## src/rtl/rr_path_arbiter_if.sv

```systemverilog
`default_nettype none
// ============================================================================
//  Module      : rr_path_arbiter_if
//  Description : Requester, mux-data and consumer handshake bundle of the
//                five-way round-robin path arbiter.
//  Revision    : 1.0 - initial release
// ============================================================================
interface rr_path_arbiter_if #(
    parameter int WIDTH = 8
);
    logic [4:0]       io_req_valid;
    logic [4:0]       io_req_ready;
    logic [WIDTH-1:0] io_req_data_1;
    logic [WIDTH-1:0] io_req_data_2;
    logic [WIDTH-1:0] io_req_data_3;
    logic [WIDTH-1:0] io_req_data_4;
    logic [WIDTH-1:0] io_req_data_5;
    logic [WIDTH-1:0] io_in1;
    logic [WIDTH-1:0] io_in2;
    logic [WIDTH-1:0] io_in3;
    logic [WIDTH-1:0] io_in4;
    logic [WIDTH-1:0] io_in5;
    logic [4:0]       io_path;
    logic             io_valid;
    logic             io_ready;

    // master: the arbiter itself; slave: requesters plus consumer
    modport master (
        input  io_req_valid, io_req_data_1, io_req_data_2, io_req_data_3,
               io_req_data_4, io_req_data_5, io_ready,
        output io_req_ready, io_in1, io_in2, io_in3, io_in4, io_in5,
               io_path, io_valid
    );

    modport slave (
        output io_req_valid, io_req_data_1, io_req_data_2, io_req_data_3,
               io_req_data_4, io_req_data_5, io_ready,
        input  io_req_ready, io_in1, io_in2, io_in3, io_in4, io_in5,
               io_path, io_valid
    );
endinterface
`default_nettype wire

```

## src/rtl/rr_path_arbiter.sv

```systemverilog
`default_nettype none
// ============================================================================
//  Module      : rr_path_arbiter
//  Description : Five-requester round-robin arbiter with one-entry slots,
//                driving a one-hot path mux under a valid/ready handshake.
//  Revision    : 1.0 - initial release
// ============================================================================
module rr_path_arbiter #(
    parameter int WIDTH = 8
) (
    input  logic               clock,
    input  logic               reset,
    rr_path_arbiter_if.master  bus
);
    localparam int C_NREQ = 5;

    typedef enum logic [0:0] {
        ST_IDLE  = 1'b0,
        ST_GRANT = 1'b1
    } state_t;

    state_t           r_state;
    state_t           w_state_nxt;
    logic [4:0]       r_gnt;
    logic [4:0]       w_gnt_nxt;
    logic [2:0]       r_idx;
    logic [2:0]       w_idx_nxt;
    logic [2:0]       r_ptr;
    logic [2:0]       w_ptr_nxt;
    logic [4:0]       r_full;
    logic [WIDTH-1:0] r_buf [C_NREQ];
    logic [WIDTH-1:0] w_req_data [C_NREQ];

    logic             w_xfer;
    logic [4:0]       w_drain;
    logic [4:0]       w_cand;
    logic [4:0]       w_capture;
    logic [2:0]       w_base;
    logic [2:0]       w_win_idx;
    logic [4:0]       w_win;
    logic             w_found;

    assign w_req_data[0] = bus.io_req_data_1;
    assign w_req_data[1] = bus.io_req_data_2;
    assign w_req_data[2] = bus.io_req_data_3;
    assign w_req_data[3] = bus.io_req_data_4;
    assign w_req_data[4] = bus.io_req_data_5;

    assign w_xfer    = (r_state == ST_GRANT) && bus.io_ready;
    assign w_drain   = w_xfer ? r_gnt : 5'b00000;
    assign w_cand    = r_full & ~w_drain;
    assign w_capture = bus.io_req_valid & ~r_full;
    // On a transfer the just-served slot becomes the new rotation origin
    assign w_base    = (r_state == ST_GRANT) ? r_idx : r_ptr;
    assign w_win     = 5'b00001 << w_win_idx;

    // Scan farthest-to-nearest so the nearest candidate after w_base wins
    always_comb begin : p_scan
        int         s;
        logic [2:0] k;
        w_found   = 1'b0;
        w_win_idx = 3'd0;
        s         = 0;
        k         = 3'd0;
        for (int i = C_NREQ; i >= 1; i--) begin
            s = (int'(w_base) + i) % C_NREQ;
            k = 3'(s);
            if (w_cand[k]) begin
                w_found   = 1'b1;
                w_win_idx = k;
            end
        end
    end

    always_comb begin : p_fsm_nxt
        w_state_nxt = r_state;
        w_gnt_nxt   = r_gnt;
        w_idx_nxt   = r_idx;
        w_ptr_nxt   = r_ptr;
        case (r_state)
            ST_IDLE: begin
                if (w_found) begin
                    w_state_nxt = ST_GRANT;
                    w_gnt_nxt   = w_win;
                    w_idx_nxt   = w_win_idx;
                end
            end
            ST_GRANT: begin
                if (bus.io_ready) begin
                    w_ptr_nxt = r_idx;
                    if (w_found) begin
                        w_gnt_nxt = w_win;
                        w_idx_nxt = w_win_idx;
                    end else begin
                        w_state_nxt = ST_IDLE;
                        w_gnt_nxt   = 5'b00000;
                    end
                end
            end
            default: begin
                w_state_nxt = ST_IDLE;
                w_gnt_nxt   = 5'b00000;
            end
        endcase
    end

    always_ff @(posedge clock or negedge reset) begin : p_fsm_reg
        if (!reset) begin
            r_state <= ST_IDLE;
            r_gnt   <= 5'b00000;
            r_idx   <= 3'd0;
            r_ptr   <= 3'd4;
        end else begin
            r_state <= w_state_nxt;
            r_gnt   <= w_gnt_nxt;
            r_idx   <= w_idx_nxt;
            r_ptr   <= w_ptr_nxt;
        end
    end

    // A granted slot is full, so it can never be captured into and drained at once
    always_ff @(posedge clock or negedge reset) begin : p_slots
        if (!reset) begin
            r_full <= 5'b00000;
            for (int k = 0; k < C_NREQ; k++) begin
                r_buf[k] <= '0;
            end
        end else begin
            for (int k = 0; k < C_NREQ; k++) begin
                if (w_capture[k]) begin
                    r_full[k] <= 1'b1;
                    r_buf[k]  <= w_req_data[k];
                end else if (w_drain[k]) begin
                    r_full[k] <= 1'b0;
                end
            end
        end
    end

    assign bus.io_req_ready = ~r_full;
    assign bus.io_path      = r_gnt;
    assign bus.io_valid     = (r_state == ST_GRANT);
    assign bus.io_in1       = r_buf[0];
    assign bus.io_in2       = r_buf[1];
    assign bus.io_in3       = r_buf[2];
    assign bus.io_in4       = r_buf[3];
    assign bus.io_in5       = r_buf[4];

endmodule
`default_nettype wire

```

## src/flat_wrapper.sv

```systemverilog
// flat-port wrapper written by rule: the top's interface ports become plain ports
module rr_path_arbiter_flat 
#(
    parameter int WIDTH = 8
)
  (clock, reset, bus_io_req_valid, bus_io_req_data_1, bus_io_req_data_2, bus_io_req_data_3, bus_io_req_data_4, bus_io_req_data_5, bus_io_ready, bus_io_req_ready, bus_io_in1, bus_io_in2, bus_io_in3, bus_io_in4, bus_io_in5, bus_io_path, bus_io_valid);
  rr_path_arbiter_if #(.WIDTH(WIDTH)) bus_i ();
  input  logic clock;
  input  logic reset;
  input wire logic [$bits(bus_i.io_req_valid)-1:0] bus_io_req_valid;
  input wire logic [$bits(bus_i.io_req_data_1)-1:0] bus_io_req_data_1;
  input wire logic [$bits(bus_i.io_req_data_2)-1:0] bus_io_req_data_2;
  input wire logic [$bits(bus_i.io_req_data_3)-1:0] bus_io_req_data_3;
  input wire logic [$bits(bus_i.io_req_data_4)-1:0] bus_io_req_data_4;
  input wire logic [$bits(bus_i.io_req_data_5)-1:0] bus_io_req_data_5;
  input wire logic [$bits(bus_i.io_ready)-1:0] bus_io_ready;
  output wire logic [$bits(bus_i.io_req_ready)-1:0] bus_io_req_ready;
  output wire logic [$bits(bus_i.io_in1)-1:0] bus_io_in1;
  output wire logic [$bits(bus_i.io_in2)-1:0] bus_io_in2;
  output wire logic [$bits(bus_i.io_in3)-1:0] bus_io_in3;
  output wire logic [$bits(bus_i.io_in4)-1:0] bus_io_in4;
  output wire logic [$bits(bus_i.io_in5)-1:0] bus_io_in5;
  output wire logic [$bits(bus_i.io_path)-1:0] bus_io_path;
  output wire logic [$bits(bus_i.io_valid)-1:0] bus_io_valid;
  assign bus_i.io_req_valid = bus_io_req_valid;
  assign bus_i.io_req_data_1 = bus_io_req_data_1;
  assign bus_i.io_req_data_2 = bus_io_req_data_2;
  assign bus_i.io_req_data_3 = bus_io_req_data_3;
  assign bus_i.io_req_data_4 = bus_io_req_data_4;
  assign bus_i.io_req_data_5 = bus_io_req_data_5;
  assign bus_i.io_ready = bus_io_ready;
  assign bus_io_req_ready = bus_i.io_req_ready;
  assign bus_io_in1 = bus_i.io_in1;
  assign bus_io_in2 = bus_i.io_in2;
  assign bus_io_in3 = bus_i.io_in3;
  assign bus_io_in4 = bus_i.io_in4;
  assign bus_io_in5 = bus_i.io_in5;
  assign bus_io_path = bus_i.io_path;
  assign bus_io_valid = bus_i.io_valid;
  rr_path_arbiter #(.WIDTH(WIDTH)) u_core (.clock(clock), .reset(reset), .bus(bus_i));
endmodule
```

## config.mk

```make
export PLATFORM = sky130hd
export DESIGN_NAME = rr_path_arbiter_flat
export DESIGN_NICKNAME = d
export VERILOG_FILES = /design/src/rtl/rr_path_arbiter_if.sv /design/src/rtl/rr_path_arbiter.sv /design/src/flat_wrapper.sv
export SDC_FILE = /design/constraint.sdc
export NUM_CORES = 1
export LEC_CHECK = 0
export CORE_MARGIN = 2
export CORE_UTILIZATION = 50
export CTS_CLUSTER_SIZE = 28
export DETAILED_ROUTE_END_ITERATION = 7
export MAX_ROUTING_LAYER = met4
export PLACE_DENSITY = 0.86
export SYNTH_ARGS = -nofsm -noshare
export SYNTH_HDL_FRONTEND = slang
export SYNTH_SLANG_ARGS = --single-unit
```

## constraint.sdc

```tcl
create_clock -name clock -period 14.2 [get_ports clock]
set_input_delay 2.84 -clock clock [delete_from_list [all_inputs] [get_ports clock]]
set_output_delay 2.84 -clock clock [all_outputs]
set_load 0.1 [all_outputs]
```

==> results by group <==
Status
  – Status: finished, final reports clean

Placed design
  – Final estimated routing congestion in global placement: 0.998
  – Detail Placement HPWL: 7700 um
  – Quantity of I/O buffers inserted on ports: 98

GRT
  – Global routing usage on met2: 0.448
  – Met3 Use GR: 0.0664
  – Pin count of the biggest net entering global routing: 58
  – Met1 Track Usage GR: 0.333
  – Grt total ovfl: 0
  – Busiest grt layer: met2
  – First-pass GRT wire length: 17500 um
  – Initial antenna violation count: 0
  – Total track usage: 0.273
  – Vias in the first global route: 3480

Timing
  – Unrepaired setup endpoints after global routing: false
  – Setup tns final: 0 ps
  – Setup violations, final: 0
  – Rel. slew slack: 0.316
  – Minimum clock period: 6280 ps
  – Worst hold margin: 513 ps
  – Fin. max-slew vios: 0
  – Worst-margin pin slew: 1020 ps
  – Final Hold Vio Count: 0
  – Clock skew: 8.15 ps
  – Post-route clock period utilization: 0.442
  – FMAX: 0.159 GHz

Cells and area
  – Area Growth Syn to Fin: 34.5%
  – Diodes inserted: 0
  – Final nets: 541
  – Register area: 1430 um^2
  – Final core utilization: 0.700
  – Footprint of the multi-input gates: 2230 um^2
  – Layout cells sized above 1: 0.162
  – Fillers: 524

Routing
  – Via density: 5.91
  – Antenna Nets Post-Route: 0
  – 1st-pass router iterations: 6
  – Drt wl/cell: 18.7 um
  – DR vias: 3390
  – Final wirelength: 10700 um
  – Starting DRT DRC Count: 304
  – # DRC: 0

Synth
  – Netlist cell types: 61
  – Asr flop ratio synth: 1.00
  – Seq/Total Area, Yosys: 0.376
  – Post-Syn Instances: 372
  – Mapped cell area: 3800 um^2
  – Synth Warn #: 0
  – FF+latch count, synth: 57
  – Post-synth EDFFs: 0
  – Synth Flop Type: dfrtp_1
  – Syn nets: 443
  – Syn Area/Cell: 10.2 um^2

Clock network
  – CTS Buffer Depth: 2
  – Root Buffer: clkbuf_8
  – Clock transition at path regs: 70 ps
  – Post_cts resized: 0
  – CTS tree: yes
  – Total CTS buffers: 9
  – CTS sink cnt: 57
  – H-tree depth: 3
  – # hold bufs at CTS: 0
  – Clk_lat worst skew: 350 ps
  – Postcts setup bufs: 0

Floorplan
  – Die ar.: 8310 um^2
  – Chip width: 91.2 um
  – Die H: 91.2 um
  – Initial Util: 0.521
  – Number of I/O pins: 99
  – Cell Rows: 31
  – CORE AREA: 7290 um^2

Critical path
  – Critical path fanouts, max: 19
  – Startpoint Class: flip-flop
  – Crit path required time: 14430 ps
  – Crit path arrival time: 6510 ps
  – Critical path endpoint category: flip-flop
  – Setup CP Type: flip-flop to flip-flop

Run
  – Max Cap Viol: 0

Worst hold path
  – Worst min path class: flip-flop to flip-flop
Yosys cell counts (2+ instances only):
master	instances	area share
o2bb2ai_2	2	0.0079
o31ai_1	2	0.0040
o21ai_1	2	0.0026
nor2_1	11	0.011
nand2_1	21	0.021
nor4_1	3	0.0049
o31a_1	3	0.0069
o32a_1	2	0.0053
or3_1	4	0.0066
and2_1	9	0.015
nand4_1	2	0.0033
inv_1	20	0.020
nor3_1	11	0.014
a21oi_1	9	0.012
a21boi_0	2	0.0040
nand3_1	11	0.014
a31oi_1	3	0.0049
a221oi_1	2	0.0046
a21o_1	8	0.016
o211ai_1	3	0.0059
o21ai_0	18	0.024
mux2_2	44	0.13
o22ai_1	6	0.0099
a22oi_1	6	0.012
nor3b_1	2	0.0040
nor2b_1	7	0.012
xnor2_1	8	0.018
dfrtp_1	56	0.37
ha_1	23	0.076
and3_1	5	0.0082
clkbuf_1	11	0.011
a32o_1	2	0.0053
a311oi_1	4	0.0092
inv_2	2	0.0020
mux2i_1	14	0.037
nand2b_1	9	0.015
worst max-delay path: stages (launching register included):
cell	delay [ps]
dfrtp_1	820
mux2i_1	680
inv_1	290
ha_1	390
xnor2_1	310
ha_1	290
nor3_1	60
mux2_4	310
o211ai_1	370
inv_1	120
ha_1	270
inv_1	100
nor2_1	40
o21ai_1	280
mux2i_1	300
o21ai_0	160
o21ai_0	440
a311oi_1	200
or3_1	440
a32o_1	250
layout by cell type, fill, tap and decap left out, types with 9 or more instances in the layout:
cell             netlist  layout
inv_1                 20      20
a21oi_1                9       9
nand2_1               21      21
nand2b_1               9       9
o21ai_0               18      18
dfrtp_1               56      56
clkdlybuf4s50_1        0      97
nor2_1                11      11
nand3_1               11      11
mux2i_1               14      14
ha_1                  23      23
and2_1                 9       9
mux2_2                44      44
nor3_1                11      11
clkbuf_8               0      10
cells by family after synthesis:
logic type               share of synthesized area
adder cells (fa/ha/maj)                     0.0758
flip-flops                                   0.376
XOR/XNOR                                    0.0185
multiplexers                                 0.177
buffers and inverters                       0.0369
AND/OR/NAND/NOR                              0.150
AO/OA/AOI/OAI                                0.165
flip-flops by register name (all words and copies together), names as in the netlist:
| register | cells |
|---|---|
| u_core.bus.io_in2 | 8 |
| u_core.bus.io_in3 | 8 |
| u_core.r_full | 5 |
| u_core.r_ptr | 3 |
| u_core.bus.io_path | 5 |
| u_core.r_idx | 3 |
| u_core.bus.io_in1 | 8 |
| u_core.bus.io_in4 | 8 |
| u_core.bus.io_valid | 1 |
| u_core.bus.io_in5 | 8 |
cell type report:
class | instances | area share
Clock buffer | 10 | 0.0269
Clock inverter | 6 | 0.0225
Inverter | 22 | 0.0162
Multi-Input combinational cell | 280 | 0.437
Sequential cell | 57 | 0.280
Tap cell | 99 | 0.0243
Timing Repair Buffer | 100 | 0.194
routing by layer:
layer	share of wire	vias up	wire length [um]
met5	0	-	0
met4	0.020	0	212
met3	0.082	17	883
met2	0.50	172	5350
met1	0.40	1636	4300
li1	-	1565	-
final timing paths:
kind | slack [ps] | cells after the start | end | startpoint
worst max register to register | 7920 | 19 | u_core.bus.io_path[0] | u_core.bus.io_valid
worst min-delay path | 510 | 1 | u_core.bus.io_in4[6] | u_core.bus.io_in4[6]
worst max-delay path | 7920 | 19 | u_core.bus.io_path[0] | u_core.bus.io_valid
max in group asynchronous | 11110 | 2 | u_core.bus.io_path[2] | reset
min in group asynchronous | 2620 | 2 | u_core.bus.io_in1[0] | reset
worst min register to register | 510 | 1 | u_core.bus.io_in4[6] | u_core.bus.io_in4[6]
through the flow:
stage / cell area, um^2 / worst slack, ps / cells
2_1_floorplan: 3800 / 8440 / 372
3_3_place_gp: 4850 / 8180 / 558
3_5_place_dp: 4850 / 8020 / 558
4_1_cts: 5110 / 8010 / 574
5_1_grt: 5110 / 7470 / 574
6_report: 5110 / 7920 / 574
Power is left out: the tool's default activity adds up to more than one toggle a clock period on the data nets, which glitch-free logic cannot reach.
